--- config.mk ---
export PLATFORM = sky130hd
export DESIGN_NAME = cpu_commit_tracker
export DESIGN_NICKNAME = d
export VERILOG_FILES = /design/src/rtl/cpu_commit_tracker.sv
export SDC_FILE = /design/constraint.sdc
export NUM_CORES = 1
export LEC_CHECK = 0
export CAP_MARGIN = 20
export CELL_PAD_IN_SITES_DETAIL_PLACEMENT = 1
export CELL_PAD_IN_SITES_GLOBAL_PLACEMENT = 2
export CORE_AREA = 2 2 296 298
export DETAILED_ROUTE_END_ITERATION = 12
export DIE_AREA = 0 0 298 300
export PLACE_DENSITY_LB_ADDON = 0.25
export SLEW_MARGIN = 5
export SYNTH_ARGS = -nofsm -noshare
export SYNTH_HDL_FRONTEND = slang
export SYNTH_SLANG_ARGS = --single-unit
--- constraint.sdc ---
create_clock -name clk -period 20.3 [get_ports clk]
set_clock_uncertainty 0.05 [all_clocks]
set_input_delay 4.06 -clock clk [delete_from_list [all_inputs] [get_ports clk]]
set_output_delay 4.06 -clock clk [all_outputs]
set_load 0.02 [all_outputs]
--- src/rtl/cpu_commit_tracker.sv ---
// cpu_commit_tracker
// Watches the CPU write-back stage and turns every retiring instruction into a
// sequenced commit record. Records are queued in a first-word-fall-through
// FIFO and handed to the consumer over a valid/ready handshake. The block also
// tracks run phase, flags a commit watchdog stall, counts commits dropped on
// FIFO overflow, and latches the PC of the first CPU fault seen while running.
module cpu_commit_tracker #(
  parameter int DEPTH          = 8,
  parameter int TIMEOUT_CYCLES = 4096,
  parameter int SEQ_W          = 16
) (
  input  logic             clk,
  input  logic             reset_n,
  input  logic             run_flag,
  input  logic             run_finished,
  input  logic             indication,
  input  logic             wb_valid,
  input  logic [31:0]      wb_pc,
  input  logic [31:0]      wb_instr,
  input  logic             wb_reg_write,
  input  logic [4:0]       wb_rd,
  input  logic [31:0]      wb_data,
  output logic             rec_valid,
  input  logic             rec_ready,
  output logic [SEQ_W-1:0] rec_seq,
  output logic [31:0]      rec_pc,
  output logic [31:0]      rec_instr,
  output logic             rec_we,
  output logic [4:0]       rec_rd,
  output logic [31:0]      rec_data,
  output logic [1:0]       phase,
  output logic             stall_timeout,
  output logic             overflow_err,
  output logic [7:0]       drop_count,
  output logic             fault_seen,
  output logic [31:0]      fault_pc
);

  localparam int AW  = (DEPTH > 1) ? $clog2(DEPTH) : 1;
  localparam int CW  = AW + 1;
  localparam int WDW = $clog2(TIMEOUT_CYCLES + 1);

  typedef enum logic [1:0] {
    PH_IDLE    = 2'd0,
    PH_RUN     = 2'd1,
    PH_DONE    = 2'd2,
    PH_STALLED = 2'd3
  } phase_e;

  typedef struct packed {
    logic [SEQ_W-1:0] seq;
    logic [31:0]      pc;
    logic [31:0]      instr;
    logic             we;
    logic [4:0]       rd;
    logic [31:0]      data;
  } rec_t;

  // FIFO storage and pointers
  rec_t             mem_q [DEPTH];
  logic [AW-1:0]    wr_ptr_q, wr_ptr_d;
  logic [AW-1:0]    rd_ptr_q, rd_ptr_d;
  logic [CW-1:0]    count_q, count_d;

  // Sequencing, watchdog and status
  logic [SEQ_W-1:0] seq_q, seq_d;
  logic [WDW-1:0]   wd_q, wd_d;
  phase_e           state_q, state_d;
  logic             stall_q, stall_d;
  logic             ovf_q, ovf_d;
  logic [7:0]       drop_q, drop_d;
  logic             fault_seen_q, fault_seen_d;
  logic [31:0]      fault_pc_q, fault_pc_d;
  logic             ind_prev_q, ind_prev_d;

  // Combinational helpers
  logic             in_run;
  logic             cap;
  logic             full;
  logic             empty;
  logic             pop;
  logic             push;
  logic             drop;
  logic             wd_expire;
  rec_t             push_rec;
  rec_t             head;

  // Phase state register
  always_ff @(posedge clk) begin
    if (!reset_n) begin
      state_q <= PH_IDLE;
    end else begin
      state_q <= state_d;
    end
  end

  // Phase next-state: finishing wins over a watchdog expiry in the same cycle
  always_comb begin
    state_d = state_q;
    case (state_q)
      PH_IDLE: begin
        if (run_flag) state_d = PH_RUN;
      end
      PH_RUN: begin
        if (run_finished)   state_d = PH_DONE;
        else if (wd_expire) state_d = PH_STALLED;
      end
      default: state_d = state_q;
    endcase
  end

  // Phase outputs decoded from the registered state
  always_comb begin
    in_run = (state_q == PH_RUN);
    phase  = state_q;
  end

  // Capture, FIFO control and status next-state
  always_comb begin
    cap       = in_run && wb_valid;
    full      = (count_q == CW'(DEPTH));
    empty     = (count_q == '0);
    pop       = !empty && rec_ready;
    // A full FIFO can still take a commit when the head leaves this cycle
    push      = cap && (!full || pop);
    drop      = cap && full && !pop;
    // Dropped commits still prove the CPU is alive, so they also feed the watchdog
    wd_expire = in_run && !cap && (wd_q == WDW'(TIMEOUT_CYCLES - 1));

    push_rec.seq   = seq_q;
    push_rec.pc    = wb_pc;
    push_rec.instr = wb_instr;
    push_rec.we    = wb_reg_write && (wb_rd != 5'd0);
    push_rec.rd    = wb_rd;
    push_rec.data  = wb_data;

    wr_ptr_d = push ? wr_ptr_q + AW'(1) : wr_ptr_q;
    rd_ptr_d = pop  ? rd_ptr_q + AW'(1) : rd_ptr_q;

    count_d = count_q;
    if (push && !pop)      count_d = count_q + CW'(1);
    else if (pop && !push) count_d = count_q - CW'(1);

    // Sequence numbers only advance on commits that actually land in the FIFO
    seq_d = push ? seq_q + SEQ_W'(1) : seq_q;

    wd_d = wd_q;
    if (state_d != PH_RUN || !in_run) wd_d = '0;
    else if (cap)                     wd_d = '0;
    else                              wd_d = wd_q + WDW'(1);

    stall_d = stall_q || (in_run && state_d == PH_STALLED);
    ovf_d   = ovf_q || drop;
    drop_d  = (drop && drop_q != 8'hFF) ? drop_q + 8'd1 : drop_q;

    ind_prev_d   = indication;
    fault_seen_d = fault_seen_q;
    fault_pc_d   = fault_pc_q;
    if (in_run && indication && !ind_prev_q && !fault_seen_q) begin
      fault_seen_d = 1'b1;
      fault_pc_d   = wb_pc;
    end
  end

  // Control and status registers
  always_ff @(posedge clk) begin
    if (!reset_n) begin
      wr_ptr_q     <= '0;
      rd_ptr_q     <= '0;
      count_q      <= '0;
      seq_q        <= '0;
      wd_q         <= '0;
      stall_q      <= 1'b0;
      ovf_q        <= 1'b0;
      drop_q       <= '0;
      fault_seen_q <= 1'b0;
      fault_pc_q   <= '0;
      ind_prev_q   <= 1'b0;
    end else begin
      wr_ptr_q     <= wr_ptr_d;
      rd_ptr_q     <= rd_ptr_d;
      count_q      <= count_d;
      seq_q        <= seq_d;
      wd_q         <= wd_d;
      stall_q      <= stall_d;
      ovf_q        <= ovf_d;
      drop_q       <= drop_d;
      fault_seen_q <= fault_seen_d;
      fault_pc_q   <= fault_pc_d;
      ind_prev_q   <= ind_prev_d;
    end
  end

  // Record storage; contents are don't-care until the pointers say otherwise
  always_ff @(posedge clk) begin
    if (push) mem_q[wr_ptr_q] <= push_rec;
  end

  // Head record presented straight from storage, zeroed while the FIFO is empty
  always_comb begin
    head      = mem_q[rd_ptr_q];
    rec_valid = !empty;
    rec_seq   = rec_valid ? head.seq   : '0;
    rec_pc    = rec_valid ? head.pc    : '0;
    rec_instr = rec_valid ? head.instr : '0;
    rec_we    = rec_valid ? head.we    : 1'b0;
    rec_rd    = rec_valid ? head.rd    : '0;
    rec_data  = rec_valid ? head.data  : '0;
  end

  assign stall_timeout = stall_q;
  assign overflow_err  = ovf_q;
  assign drop_count    = drop_q;
  assign fault_seen    = fault_seen_q;
  assign fault_pc      = fault_pc_q;

endmodule
==> reports/results.txt, run 1 <==
Slowest Stage Delay on Critical Path - 0.87 ns
Reg power frac - 0.403
First-pass GRT wire length - 138 mm
Initial Utilization - 0.457
Floorplan core area - 0.0862 mm2
Avg WL per Cell - 26.0 um
Top-area cell type share of the netlist area - 0.720
Post-layout nets - 2,364
Full die area - 0.0894 mm2
Total standard cell area after synthesis - 0.0394 mm2
Via count of the first global-routing pass - 21,800
Peak supply drop - 89.4 uV
First-pass detailed-route iteration total - 5
Post-route design area - 0.0471 mm2
Setup repair after global routing missed its margin - no
Worst relative slew slack - 0.255
Routability-driven placement congestion ratio - 0.706
Maximum buffer depth of the clock tree - 3
Status - finished clean
Required time of the critical path - 16.19 ns
Total Routed Length - 90.7 mm
Crit Path Max Fanout - 46
Yosys cell types - 48
Most common flop cell mapped by yosys - edfxtp_1
Gate Count Post-Synth - 1,935
Die W - 298 um
Root Driver - clkbuf_16
Library cell occupying the most area in the post-synthesis netlist - edfxtp_1
MaxCap Viol Count - 0
Clock tree sinks - 1,032
CTS tree - done
Top cells by area in the synthesized netlist - edfxtp_1 72%, mux4_2 14%, dfxtp_1 4.5%
Via total after detailed routing - 19,400
Post-Synthesis Mean Instance Area - 20.3 um2
Data arrival, critical path - 4.55 ns
Maximum operating frequency - 115 MHz
Net Switching - 1.64 mW
Antenna violations before repair - 6
HP Class - flop to flop
Antenna diodes - 0
Die Y - 300 um
Final setup TNS - 0 ns
Critical-path top delay cell - buf_4
Minimum clock period after layout - 8.66 ns
Static Leak - 14.3 nW
Number of flops mapped to enable cells by yosys - 944
Post-route DRC violation count - 0
Syn_nets - 2,053
# IOs - 273
Setup Buffers After CTS - 0
Final setup viols - 0
Critical path's most frequent cell - buf_4
Total count of max-transition violations in the final report - 0
Critical path cell sequence - buf_4 -> buf_4 -> mux4_2 -> mux2i_1 -> nor2_1 -> clkdlybuf4s50_1
Top-count cell post-synth - edfxtp_1
PostCTS Resize Cnt - 0
Largest net degree at the start of global routing - 119
Comb power frac - 0.257
Number of nets with antenna violations after detailed routing - 0
Share of layout cells above drive strength 1 - 0.189
Hold Worst Slack - 0.402 ns
Clk Latency, worst-skew pair - 0.65 ns
Slew at the pin closest to its max-slew limit - 1.12 ns
Clock-pin slew on the worst setup and hold paths - 0.06 ns
Setup crit end kind - output port
Area growth syn-to-layout - 19.6%
Switch share - 0.279
Total grt overflow - 0
PnR Total Power - 5.89 mW
Critical Setup Path Class - flop to output port
Flops & latches, synth - 1,032
Filler cell count - 7,684
Final Util - 0.546
Share of async-settable or async-resettable flops after synthesis - 0
Pwr/cell area - 125 mW/mm2
Hold bufs inserted after CTS - 0
Internal cell power - 4.25 mW
Cell types with the highest counts after synthesis - 944 x edfxtp_1, 236 x mux4_2, 155 x nor2_1, 120 x mux2i_1, 88 x dfxtp_1
Internal reg-to-reg setup slack - 16.58 ns
Number of I/O port buffers - 272
Clock buffers created by TritonCTS - 107
Syn. warnings - 0
Final hold viol count - 0
Total GRT Usage - 0.205
Deepest level of the CTS H-tree - 3
Via-to-Cell Ratio - 5.55
Standard cell area after detailed placement - 0.0434 mm2
Ratio of final minimum period to clock period - 0.427
Part of the total power dissipated in the clock network - 0.340
Placed wire-length estimate - 47.8 mm
Sequential element share of the synthesized area - 0.765
Count of routing violations after the opening detailed-route iteration - 1,134
Number of standard-cell rows in the floorplan - 108
CP Launch Type - flop
placed cells by master, fill, tap and decap left out, drive strengths merged, types with 5 or more instances in the layout:
cell type	count
edfxtp	944
clkdlybuf4s50	272
mux4	236
nor2	155
clkbuf	135
mux2i	120
dfxtp	88
nand2	83
a21oi	53
clkinv	45
buf	29
nand3	17
bufinv	16
inv	15
xnor2	14
or4	12
nor3	12
o21ai	11
o31ai	10
ha	8
xor2	7
or3	6
nand2b	6
nand4	5
final timing paths:
| check | start | endpoint | cells past startpoint |
|---|---|---|---|
| worst max-delay path | flop | rec_seq[6] | 6 |
| worst min-delay path | fault_pc[7] | fault_pc[7] | 2 |
| worst max register to register | count_q[0] | count_q[3] | 12 |
| worst min register to register | fault_pc[7] | fault_pc[7] | 2 |
cells by family (layout without fill, tap and decap cells):
kind of cell	count (synthesis)	count (layout)	share of synthesized area
XOR/XNOR	21	21	0.00467
adder cells (fa/ha/maj)	9	9	0.00305
multiplexers	356	356	0.166
buffers and inverters	111	513	0.0129
AND/OR/NAND/NOR	316	316	0.0353
flip-flops	1032	1032	0.765
AO/OA/AOI/OAI	90	90	0.0135
area by class of cell:
cell class              instances  area [um2]  share of cell area
flip-flops and latches       1032       30100               0.640
inverters                      12        45.0            0.000957
repair buffers                301        3020              0.0641
well taps                    1155        1450              0.0307
clock inverters                65         751              0.0160
clock buffers                 135        2880              0.0611
multi-input cells             792        8810               0.187
flip-flops by register name (all words and copies together) (netlist names), named ones only:
register / cells
count_q: 4
drop_count: 8
fault_pc: 32
fault_seen: 1
ind_prev_q: 1
mem_q: 944
overflow_err: 1
phase: 2
rd_ptr_q: 3
seq_q: 16
stall_timeout: 1
wd_q: 13
wr_ptr_q: 3
power by group through the flow:
stage	registers, mW	logic [mW]	clock network (mW)
finish	2.37	1.51	2.00
global route	2.38	1.62	2.13
CTS	2.38	1.55	2.05
detailed placement	2.42	1.54	0
global placement	2.42	1.52	0
floorplan	2.40	0.947	0
through the flow:
stage          setup WS (ns)  instances
5_1_grt                11.22       3492
3_5_place_dp           12.10       3291
2_1_floorplan           3.82       1935
3_3_place_gp           12.08       3291
6_report               11.64       3492
4_1_cts                11.38       3491
metal layers:
layer  part of all wire  GRT usage
met2               0.50      0.347
met1               0.42      0.272
met3              0.055     0.0434
met5            0.00085          0
met4              0.021     0.0581
critical path: cells and delay by family, from the launching register on:
family,cells,cell delay [ns]
simple gates,1,0.07
buf+inv,3,2.20
flops,1,0.59
mux,2,0.95
No activity file was read; power rests on OpenSTA's default activity.
==> run 2: changes to the inputs <==
Clock period 20.3 ns to 8.8 ns, I/O delays scaled along.
==> run 2 against run 1 <==
Against the previous run: cell area down 0.20%; first-iteration DRC count up 23%; global-route usage down 0.16 points; via count up 0.15%; utilization down 0.11 points; worst setup slack worse by 8.6 ns; flip-flop and latch count unchanged; die area unchanged; combinational power up 130%; non-clock buffer count up 3; critical path type unchanged; largest cell class unchanged; highest routed layer unchanged.
==> reports/results.txt, run 2 (synthesis results as in run 1) <==
Via-to-Cell Ratio - 5.55 (about the same)
Via total after detailed routing - 19,400 (+0.15%)
Area growth syn-to-layout - 19.3%
Post-route DRC violation count - 0 (unchanged)
Number of cells on the worst reg-to-reg path - 6 (-6)
Avg WL per Cell - 25.7 um (-0.88%)
PostCTS Resize Cnt - 0 (unchanged)
Post-route design area - 0.0470 mm2 (-0.20%)
Most flops, register - mem_q
Routability-driven placement congestion ratio - 0.718 (+1.7%)
Maximum buffer depth of the clock tree - 3 (unchanged)
PnR Total Power - 13.4 mW (+130%)
Initial Utilization - 0.457 (unchanged)
Worst setup path endpoint - rec_pc[6]
CP Launch Type - flop
Largest net degree at the start of global routing - 129 (+8.4%)
Worst setup slack after layout - 3.05 ns (-8.59 ns)
Hold bufs inserted after CTS - 0 (unchanged)
Share of layout cells above drive strength 1 - 0.192 (+0.00249)
Count of routing violations after the opening detailed-route iteration - 1,392 (+23%)
Crit Path Max Fanout - 60 (+30%)
Setup Buffers After CTS - 0 (unchanged)
Total Routed Length - 90.0 mm (-0.77%)
Pwr/cell area - 285 mW/mm2 (+130%)
Total count of max-transition violations in the final report - 0 (unchanged)
Clock tree sinks - 1,032 (unchanged)
Deepest level of the CTS H-tree - 3 (unchanged)
Commonest non-fill, non-tap cell in the layout - edfxtp_1
Status - finished clean
Worst setup timing slack at the placement stage - 3.44 ns (-8.66 ns)
Ratio of final minimum period to clock period - 0.653
Clock buffers created by TritonCTS - 106 (-0.93%)
Worst relative slew slack - 0.294 (+0.0385)
Antenna violations before repair - 7 (+1)
Cell count after placement - 3,293 (+0.061%)
Static Leak - 14.3 nW (-0.18%)
Final hold viol count - 0 (unchanged)
Setup crit end kind - output port
Data arrival, critical path - 3.94 ns (-0.61 ns)
Worst reg2reg endpoint - mem_q[7][0]
Peak supply drop - 222 uV (+150%)
First-pass GRT wire length - 137 mm (-0.68%)
Clock-pin slew on the worst setup and hold paths - 0.06 ns (about the same)
Number of standard-cell rows in the floorplan - 108 (unchanged)
HP Class - flop to flop
Critical Setup Path Class - flop to output port
Internal reg-to-reg setup slack - 5.22 ns (-11.36 ns)
Hold Worst Slack - 0.404 ns (+0.00270 ns)
Minimum clock period after layout - 5.75 ns
Via count of the first global-routing pass - 21,700 (-0.46%)
Number of nets with antenna violations after detailed routing - 0 (unchanged)
Final Util - 0.545 (-0.00110)
Commonest non-fill, non-tap cells in the layout - 944 x edfxtp_1, 272 x clkdlybuf4s50_1, 236 x mux4_2
Setup repair after global routing missed its margin - no
Max reg flops - 944 (unchanged)
Slew at the pin closest to its max-slew limit - 1.06 ns (-0.0577 ns)
Total grt overflow - 0 (unchanged)
Post-layout nets - 2,366 (+0.085%)
Standard cell area after detailed placement - 0.0435 mm2 (+0.13%)
Total GRT Usage - 0.204 (-0.00162)
First-pass detailed-route iteration total - 5 (unchanged)
Die W - 298 um (unchanged)
Placed wire-length estimate - 48.9 mm (+2.3%)
CTS tree - done
Number of I/O port buffers - 272 (unchanged)
Beginning of the worst hold path - fault_pc[21]
Root Driver - clkbuf_16
Maximum operating frequency - 174 MHz
Floorplan core area - 0.0862 mm2 (unchanged)
MaxCap Viol Count - 0 (unchanged)
Number of standard cells in the final layout excluding fillers - 3,496 (+0.11%)
Clk Latency, worst-skew pair - 0.66 ns (about the same)
Worst R2R Start - phase[0]
# IOs - 273 (unchanged)
Die Y - 300 um (unchanged)
Full die area - 0.0894 mm2 (unchanged)
Final setup viols - 0 (unchanged)
Required time of the critical path - 6.99 ns (-9.20 ns)
Final setup TNS - 0 ns (unchanged)
run 2: changes by cell type in the layout (fill, tap and decap cells not counted), sizes merged:
cell      delta
bufinv       -6
clkinv       +4
buf          +2
diode        +3
clkinvlp     +2
clkbuf       -3
inv          +2
run 2: area by class of cell:
| class | instances | area, um2 |
|---|---|---|
| diodes | 3 | 7.51 |
| clock buffers | 131 | 2810 |
| clock inverters | 67 | 663 |
| fillers | 7704 | 39200 |
| inverters | 12 | 45.0 |
| multi-input cells | 792 | 8820 |
| flip-flops and latches | 1032 | 30100 |
| well taps | 1155 | 1450 |
| repair buffers | 304 | 3050 |
run 2: critical path, stage by stage, from the launching register on:
cell and delay (ns):
dfxtp_4 0.99, buf_4 0.76, mux4_2 0.34, mux2i_1 0.07
nor2_1 0.34, clkdlybuf4s50_1 0.69
run 2: routing by layer:
layer	track usage	vias up	wire length, um
met1	0.272	10400	38800
met2	0.346	427	45100
met3	0.0434	122	4620
met4	0.0467	8	1470
met5	0	-	42
li1	-	8469	-
run 2: worst min-delay path by stage:
stage	cells after the start	slack, ns	to
after global routing	2	0.43	fault_pc[16]
after detailed placement	2	0.40	fault_pc[21]
after CTS	2	0.41	fault_pc[21]
final	2	0.40	fault_pc[21]
after global placement	1	0.39	wd_q[0]
after floorplan	1	0.38	wd_q[0]
run 2: power breakdown:
group	internal, mW	leakage [nW]	switching, mW
registers	5.40	9.29	0.105
clock network	2.57	1.71	1.89
logic	1.61	3.31	1.82
total	9.58	14.3	3.82
